File: config.mk
export PLATFORM = sky130hd
export DESIGN_NAME = apb_xip_cache
export DESIGN_NICKNAME = d
export VERILOG_FILES = /design/src/rtl/apb_xip_cache.sv
export SDC_FILE = /design/constraint.sdc
export NUM_CORES = 1
export LEC_CHECK = 0
export CAP_MARGIN = 15
export CELL_PAD_IN_SITES_DETAIL_PLACEMENT = 1
export CELL_PAD_IN_SITES_GLOBAL_PLACEMENT = 1
export CORE_MARGIN = 1.5
export CORE_UTILIZATION = 56
export CTS_CLUSTER_DIAMETER = 80
export CTS_CLUSTER_SIZE = 30
export DETAILED_ROUTE_END_ITERATION = 12
export PLACE_DENSITY = 0.93
export SLEW_MARGIN = 25
export SYNTH_ARGS = -nofsm -noshare
export SYNTH_HDL_FRONTEND = slang
export SYNTH_SLANG_ARGS = --single-unit
File: constraint.sdc
create_clock -name clock -period 14 [get_ports clock]
set_input_delay 2.8 -clock clock [delete_from_list [all_inputs] [get_ports clock]]
set_output_delay 2.8 -clock clock [all_outputs]
set_load 0.02 [all_outputs]
File: src/rtl/apb_xip_cache.sv
// Direct-mapped, one-word-per-line read cache in front of the SPI/XIP APB bridge.
// Flash-window read hits are answered locally; everything else except flash writes is forwarded.
module apb_xip_cache #(
  parameter logic [31:0] FLASH_BASE = 32'h3000_0000,
  parameter logic [31:0] FLASH_SIZE = 32'h1000_0000,
  parameter int          LINES      = 16
) (
  input  logic        clock,
  input  logic        reset,
  input  logic [31:0] in_paddr,
  input  logic        in_psel,
  input  logic        in_penable,
  input  logic [2:0]  in_pprot,
  input  logic        in_pwrite,
  input  logic [31:0] in_pwdata,
  input  logic [3:0]  in_pstrb,
  output logic        in_pready,
  output logic [31:0] in_prdata,
  output logic        in_pslverr,
  output logic [31:0] out_paddr,
  output logic        out_psel,
  output logic        out_penable,
  output logic [2:0]  out_pprot,
  output logic        out_pwrite,
  output logic [31:0] out_pwdata,
  output logic [3:0]  out_pstrb,
  input  logic        out_pready,
  input  logic [31:0] out_prdata,
  input  logic        out_pslverr,
  input  logic        cache_flush,
  output logic [31:0] hit_cnt,
  output logic [31:0] miss_cnt
);
  localparam int IDX_W = $clog2(LINES);
  localparam int TAG_W = 30 - IDX_W;

  typedef enum logic [2:0] {S_IDLE, S_CHECK, S_SETUP, S_ACCESS, S_RESP} state_t;

  state_t      r_state;
  logic [31:0] r_addr, r_wdata;
  logic        r_write;
  logic [3:0]  r_strb;
  logic [2:0]  r_prot;
  logic        r_pready, r_pslverr, r_opsel, r_openable;
  logic [31:0] r_prdata, r_hit_cnt, r_miss_cnt;
  logic [LINES-1:0] r_valid;
  logic [TAG_W-1:0] r_tag  [LINES];
  logic [31:0]      r_data [LINES];

  logic             w_in_win, w_cacheable, w_flash_wr, w_hit, w_fill;
  logic [IDX_W-1:0] w_idx;
  logic [TAG_W-1:0] w_tag;

  // Offset compare keeps the window check correct even if it ends at the top of the address map.
  assign w_in_win    = (r_addr >= FLASH_BASE) && ((r_addr - FLASH_BASE) < FLASH_SIZE);
  assign w_cacheable = !r_write && w_in_win;
  assign w_flash_wr  = r_write && w_in_win;
  assign w_idx       = r_addr[2 +: IDX_W];
  assign w_tag       = r_addr[31 -: TAG_W];
  assign w_hit       = w_cacheable && r_valid[w_idx] && (r_tag[w_idx] == w_tag);
  assign w_fill      = (r_state == S_ACCESS) && out_pready && w_cacheable && !out_pslverr;

  assign in_pready   = r_pready;
  assign in_prdata   = r_prdata;
  assign in_pslverr  = r_pslverr;
  assign out_paddr   = r_addr;
  assign out_psel    = r_opsel;
  assign out_penable = r_openable;
  assign out_pprot   = r_prot;
  assign out_pwrite  = r_write;
  assign out_pwdata  = r_wdata;
  assign out_pstrb   = r_strb;
  assign hit_cnt     = r_hit_cnt;
  assign miss_cnt    = r_miss_cnt;

  always_ff @(posedge clock) begin
    if (w_fill) begin
      r_tag[w_idx]  <= w_tag;
      r_data[w_idx] <= out_prdata;
    end
  end

  always_ff @(posedge clock or posedge reset) begin
    if (reset) begin
      r_state    <= S_IDLE;
      r_addr     <= '0;
      r_wdata    <= '0;
      r_write    <= 1'b0;
      r_strb     <= '0;
      r_prot     <= '0;
      r_pready   <= 1'b0;
      r_pslverr  <= 1'b0;
      r_prdata   <= '0;
      r_opsel    <= 1'b0;
      r_openable <= 1'b0;
      r_hit_cnt  <= '0;
      r_miss_cnt <= '0;
      r_valid    <= '0;
    end else begin
      // A flush landing on the fill cycle wins, so the filled line stays invalid.
      if (cache_flush)
        r_valid <= '0;
      else if (w_fill)
        r_valid[w_idx] <= 1'b1;

      case (r_state)
        S_IDLE: begin
          if (in_psel && in_penable) begin
            r_addr  <= in_paddr;
            r_write <= in_pwrite;
            r_wdata <= in_pwdata;
            r_strb  <= in_pstrb;
            r_prot  <= in_pprot;
            r_state <= S_CHECK;
          end
        end
        S_CHECK: begin
          if (w_hit) begin
            r_prdata  <= r_data[w_idx];
            r_pslverr <= 1'b0;
            r_pready  <= 1'b1;
            if (r_hit_cnt != '1) r_hit_cnt <= r_hit_cnt + 32'd1;
            r_state   <= S_RESP;
          end else if (w_flash_wr) begin
            r_prdata  <= '0;
            r_pslverr <= 1'b1;
            r_pready  <= 1'b1;
            r_state   <= S_RESP;
          end else begin
            if (w_cacheable && r_miss_cnt != '1) r_miss_cnt <= r_miss_cnt + 32'd1;
            r_opsel <= 1'b1;
            r_state <= S_SETUP;
          end
        end
        S_SETUP: begin
          r_openable <= 1'b1;
          r_state    <= S_ACCESS;
        end
        S_ACCESS: begin
          if (out_pready) begin
            r_prdata   <= out_prdata;
            r_pslverr  <= out_pslverr;
            r_opsel    <= 1'b0;
            r_openable <= 1'b0;
            r_pready   <= 1'b1;
            r_state    <= S_RESP;
          end
        end
        S_RESP: begin
          r_pready <= 1'b0;
          r_state  <= S_IDLE;
        end
        default: r_state <= S_IDLE;
      endcase
    end
  end
endmodule

* Yosys cells after proc, flatten, opt, wreduce, memory -nomap -nowiden
Memory sizes are Yosys's and may differ from the RTL's.
Index checks and enable logic that the tools add are counted.
** Operators by class
- Add/subtract/negate cells :: 3
- Magnitude comparators :: 4
- Equal/unequal tests :: 12
- Mux-type cells :: 29
- Bitwise gates (word level) :: 3
- Reductions and logical operators :: 26
** Operator list (count)
- $mux W32 :: 3
- $add A32 B1 Y32 const B :: 2
- $ne A32 B32 Y1 const B :: 2
- $pmux W32 S2 :: 1
- $ge A32 B30 Y1 const B :: 1
- $lt A32 B29 Y1 const B :: 1
- $mux W16 :: 2
- $sub A32 B30 Y32 const B :: 1
- $eq A26 B26 Y1 :: 1
- $or A16 B16 Y16 :: 1
- $mux W1 :: 12
- $mux W3 :: 4
- $pmux W3 S4 :: 1
- $logic_and A1 B1 Y1 :: 11
- $reduce_and A3 Y1 :: 3
- $ne A2 B2 Y1 const B :: 4
- $reduce_and A4 Y1 :: 2
- $eq A3 B2 Y1 const B :: 2
- $pmux W1 S2 :: 3
- $reduce_and A2 Y1 :: 3
- $reduce_bool A2 Y1 :: 3
- $lt A4 B5 Y1 const B :: 1
- $bmux W1 S4 :: 1
- $demux W1 S4 :: 1
- other kinds (9) :: 11
** Word-level totals
- Register bits :: 191
- Bits in writable memories :: 928
- Input port bits :: 111
- Output and inout port bits :: 172
- Word-level logic and storage cells :: 93
- Memories kept :: 2
** Memory list
- r_data :: words 16, width 32, rd ports 1, clocked after Yosys merged registers in 0, write ports 1, RTL line 48 : logic [31:0] r_data [LINES];
- r_tag :: words 16, width 26, rd ports 1, clocked after Yosys merged registers in 0, write ports 1, RTL line 47 : logic [TAG_W-1:0] r_tag [LINES];

* Depth between registers and ports, before layout
- Depth in word-level cells :: 8
- Mapped depth :: 15

* Worst setup path before layout
Ideal clock, no wire load.
- Kind :: input to register
- From :: in out_pready
- To :: mem r_data[0][0], enable pin
- Setup time :: 0.548 ns
- Arrival :: 7.293 ns
- Required time :: 13.452 ns
- Setup slack :: 6.159 ns
- Cell stages on the path :: 4
- Buffers on the path :: 0
- Path through :: nand2_1 nor3_1 nand2_1 nor3_1
** On the way
- Longest elaborated chain between the ends :: 5
** Ends and longest elaborated chain
- start: declaration :: RTL line 27 : input logic out_pready,
- $logic_and A1 B1 Y1 (3 in a row) :: RTL line 61 : assign w_fill = (r_state == S_ACCESS) && out_pready && w_cacheable && !out_pslverr;
- $mux W1 :: RTL line 77 : if (w_fill) begin
- $mux W1 (not written as such) :: RTL line 79 : r_data[w_idx] <= out_prdata;
- end: declaration :: RTL line 48
Every way passes these cells.

* Final worst setup path
- From :: reg r_addr[3], in the netlist out_paddr[3]
- To :: reg r_prdata[28], in the netlist in_prdata[28]
** On the way
- Longest elaborated chain between the ends :: 8
- Elaborated cells on any way between the ends :: 17
- Those cells by class :: 1 x add/sub; 2 x order compare; 2 x eq/ne; 4 x mux; 6 x reduce/logical; 2 x memory
** Ends and longest elaborated chain
- start: declaration :: RTL line 40 : logic [31:0] r_addr, r_wdata;
- start signal: assignment :: RTL line 109 : r_addr <= in_paddr;
- $sub A32 B30 Y32 :: RTL line 55 : assign w_in_win = (r_addr >= FLASH_BASE) && ((r_addr - FLASH_BASE) < FLASH_SIZE);
- $lt A32 B29 Y1 :: RTL line 55
- $logic_and A1 B1 Y1 :: RTL line 55
- $logic_and A1 B1 Y1 :: RTL line 56 : assign w_cacheable = !r_write && w_in_win;
- $logic_and A1 B1 Y1 (2 in a row) :: RTL line 60 : assign w_hit = w_cacheable && r_valid[w_idx] && (r_tag[w_idx] == w_tag);
- $ne A3 B3 Y1 (no line) or $mux W32 (tied branches)
- $reduce_and A3 Y1 (no line) or $pmux W32 S2 (tied branches)
- end signal: assignment :: RTL line 119 : r_prdata <= r_data[w_idx];
- end signal: assignment :: RTL line 141 : r_prdata <= out_prdata;
- end: declaration :: RTL line 45 : logic [31:0] r_prdata, r_hit_cnt, r_miss_cnt;
Parallel ways exist; a longest one is shown, timed or not. The select of a mux whose other input is x is not followed.
A chain may end at the register's enable or synchronous reset.

==> flow_summary.yaml <==
synthesis:
  synthCells: 2259
  synth_warnings: 0
  syn-cell-area_um2: 44390
  yosysSeqAreaShare: 0.7354
  synth_cell_types: 68
  synthTopCellsByArea: "edfxtp_1 (63%), mux4_2 (12%), dfrtp_1 (11%)"
  synth_seq_cells: 1119
  synthArstFlopShare: 0.1707
  synth_flop_cell: "edfxtp_1"
  syn_area_per_cell_um2: 19.65
  synth_edf_count: 928
  synth_top_cell_by_area: "edfxtp_1"
  synthTopCellsByCount: "edfxtp_1 (928), mux4_2 (243), dfrtp_1 (191)"
  synth_top_area_share: 0.6278
  syn-num-nets: 2372
  yosysMostFrequentCell: "edfxtp_1"
placed_design:
  dp_hpwl_mm: 73.29
  gp_congestion: 0.8509
  placed_area_um2: 48440
  numPortBuffers: 282
setup_path:
  crit_fanout: 59
  cp.required_ns: 14.55
  cp-start-kind: "flop"
  r2r_setup_slack_ns: 6.96
  worstSetupPathType: "reg2reg"
  r2r_end: "in_prdata[28]"
  r2r_cells: 12
  reg2reg_from: "out_paddr[3]"
  end_kind: "flop"
  cp.arrival_ns: 7.59
routing:
  drtAntennaViolNets: 0
  via_per_inst: 6.923
  firstDrtPassIters: 6
  drt_iter0_drc: 3205
  wl_per_cell_um: 35.88
  drc: 0
  vias: 25070
  routed_wl_mm: 129.9
sta:
  period_needed_ns: 7.037
  rsz0062_at_grt: "false"
  finalSetupTns_ns: 0
  post-route-period-util: 0.5026
  fin_skew_ns: 0.04965
  hold_violations: 0
  max_freq_ghz: 0.1421
  finalSetupViolCount: 0
  slew_headroom: 0.2984
  worstMarginPinSlew_ns: 1.052
  final_max_slew_viol_count: 0
worst_hold_path:
  min_path_cells: 1
  holdCritPathClass: "reg2reg"
  worstHoldStart: "hit_cnt[18]"
  min_to: "hit_cnt[18]"
status:
  outcome: "finished clean"
clocking:
  clockRootBuffer: "clkbuf_16"
  clockBufferDepth: 3
  path_clk_slew_ns: 0.11
  cts_resized: 0
  cts_hold_buf: 0
  cts_buffers: 47
  cts_tree: "done"
  clock_latency_ns: 0.67
  cts_setup_buffers: 0
  htreeDepth: 2
  clock-sinks: 1119
floorplanning:
  die_w_um: 284.5
  start_util: 0.5637
  dieArea_um2: 80970
  die_y_um: 284.5
  rows: 103
  num_io_pins: 283
  core_um2: 78740
run:
  maxCapViolations: 0
grt:
  grt_pass1_vias: 26430
  grt_use_total: 0.3148
  antenna_found_initial: 2
  grt_max_degree: 126
  grt_pass1_wl_mm: 185.2
  grt_overflow_total: 0
finish:
  nFillCells: 6514
  fin_area_um2: 50120
  syn2layout_area_growth_pct: 12.91
  final_layout_size_suffix_gt1_frac: 0.1998
  final_nets: 2642
pwr:
  p_leak_nw: 16.73
  peakVddDrop_v: 0.0002543
  p_per_area_nw_per_um2: 184.9
routing by layer:
layer,GRT usage,up-vias,routed length [um]
li1,-,9553,-
met1,0.4127,13190,46380
met2,0.5257,1918,66210
met3,0.04687,412,11190
met4,0.1453,0,6145
met5,0,-,0
kinds of logic (layout without fill, tap and decap cells):
family,Yosys count,in the layout,share of synthesized area
compound gates,145,145,0.02204
xor+xnor,81,81,0.01598
fa+ha+maj,2,2,0.0005636
buf+inv,131,440,0.01556
flops,1119,1119,0.7354
mux,425,425,0.1697
other cells,0,3,0
simple gates,356,356,0.04070
state kept, by name (all words and copies together), names as in the netlist, 4 cells and up:
name        flops
r_valid        16
hit_cnt        32
miss_cnt       32
in_prdata      32
r_tag         416
r_data        512
out_pstrb       4
out_paddr      32
out_pwdata     32
worst max-delay path: stages, from the launching register on:
cell	delay (ns)
dfrtp_4	0.79
buf_4	0.83
buf_4	0.87
mux4_2	0.61
mux2_2	0.31
or3_1	0.36
a211oi_1	0.42
o21ai_0	0.21
nor3b_2	0.30
nand4_4	0.62
a21oi_4	0.38
buf_4	0.58
mux2_2	0.43
layout by cell type, fill, tap and decap left out, types with 6 or more instances in the layout:
cell type	instances
edfxtp_1	928
mux2_4	28
dfrtp_1	187
xnor2_1	47
inv_6	6
o21ai_0	59
a221oi_1	6
and3_1	23
nor3_1	20
nor2_1	47
mux2i_1	75
nor2b_1	11
clkbuf_1	20
a21oi_1	15
nor2_4	13
clkdlybuf4s50_1	282
o22ai_1	7
and2_1	12
nor4_1	14
nand4_1	22
nor4_2	9
buf_4	40
mux4_2	243
nand3_1	34
inv_1	17
nand2_1	124
a22oi_1	17
clkbuf_16	48
mux2_2	79
xor2_1	34
through the flow:
| stage | setup WS, ns | instances | util | total power, W | hold slack [ns] |
|---|---|---|---|---|---|
| global placement | 7.417 | 3525 | 0.6147 | 0.007201 | 0.4756 |
| global route | 6.659 | 3621 | 0.6365 | 0.009506 | 0.5252 |
| floorplan | 6.001 | 2259 | - | 0.006267 | 0.4608 |
| finish | 6.963 | 3621 | 0.6365 | 0.009266 | 0.5088 |
| detailed placement | 7.065 | 3526 | 0.6151 | 0.007414 | 0.4836 |
| CTS | 7.106 | 3614 | 0.6350 | 0.009208 | 0.5084 |
worst max-delay path by stage:
stage | slack, ns | from | end
2_1_floorplan | 6.00 | reset | hit_cnt[0]
3_3_place_gp | 7.42 | out_paddr[3] | in_prdata[28]
3_5_place_dp | 7.06 | out_paddr[3] | in_prdata[28]
4_1_cts | 7.11 | out_paddr[3] | in_prdata[28]
5_1_grt | 6.66 | out_paddr[3] | in_prdata[28]
6_report | 6.96 | out_paddr[3] | in_prdata[28]
power by group:
group / total, W / switching (W) / leakage, nW / internal, W
sequential: 0.00430 / 0.000354 / 10.9 / 0.00395
combinational: 0.00315 / 0.00172 / 5.12 / 0.00143
clock: 0.00181 / 0.00108 / 0.755 / 0.000734
total: 0.00927 / 0.00315 / 16.7 / 0.00611
cell type report:
| cell class | instances | area [um2] | area share |
|---|---|---|---|
| diodes | 3 | 7.507 | 0.0001498 |
| inverters | 20 | 83.83 | 0.001673 |
| repair buffers | 332 | 3318 | 0.06621 |
| clock buffers | 69 | 1290 | 0.02574 |
| clock inverters | 19 | 272.8 | 0.005442 |
| multi-input cells | 1009 | 11170 | 0.2230 |
| flip-flops and latches | 1119 | 32660 | 0.6516 |
| well taps | 1050 | 1314 | 0.02621 |
No activity file was read; power rests on OpenSTA's default activity.
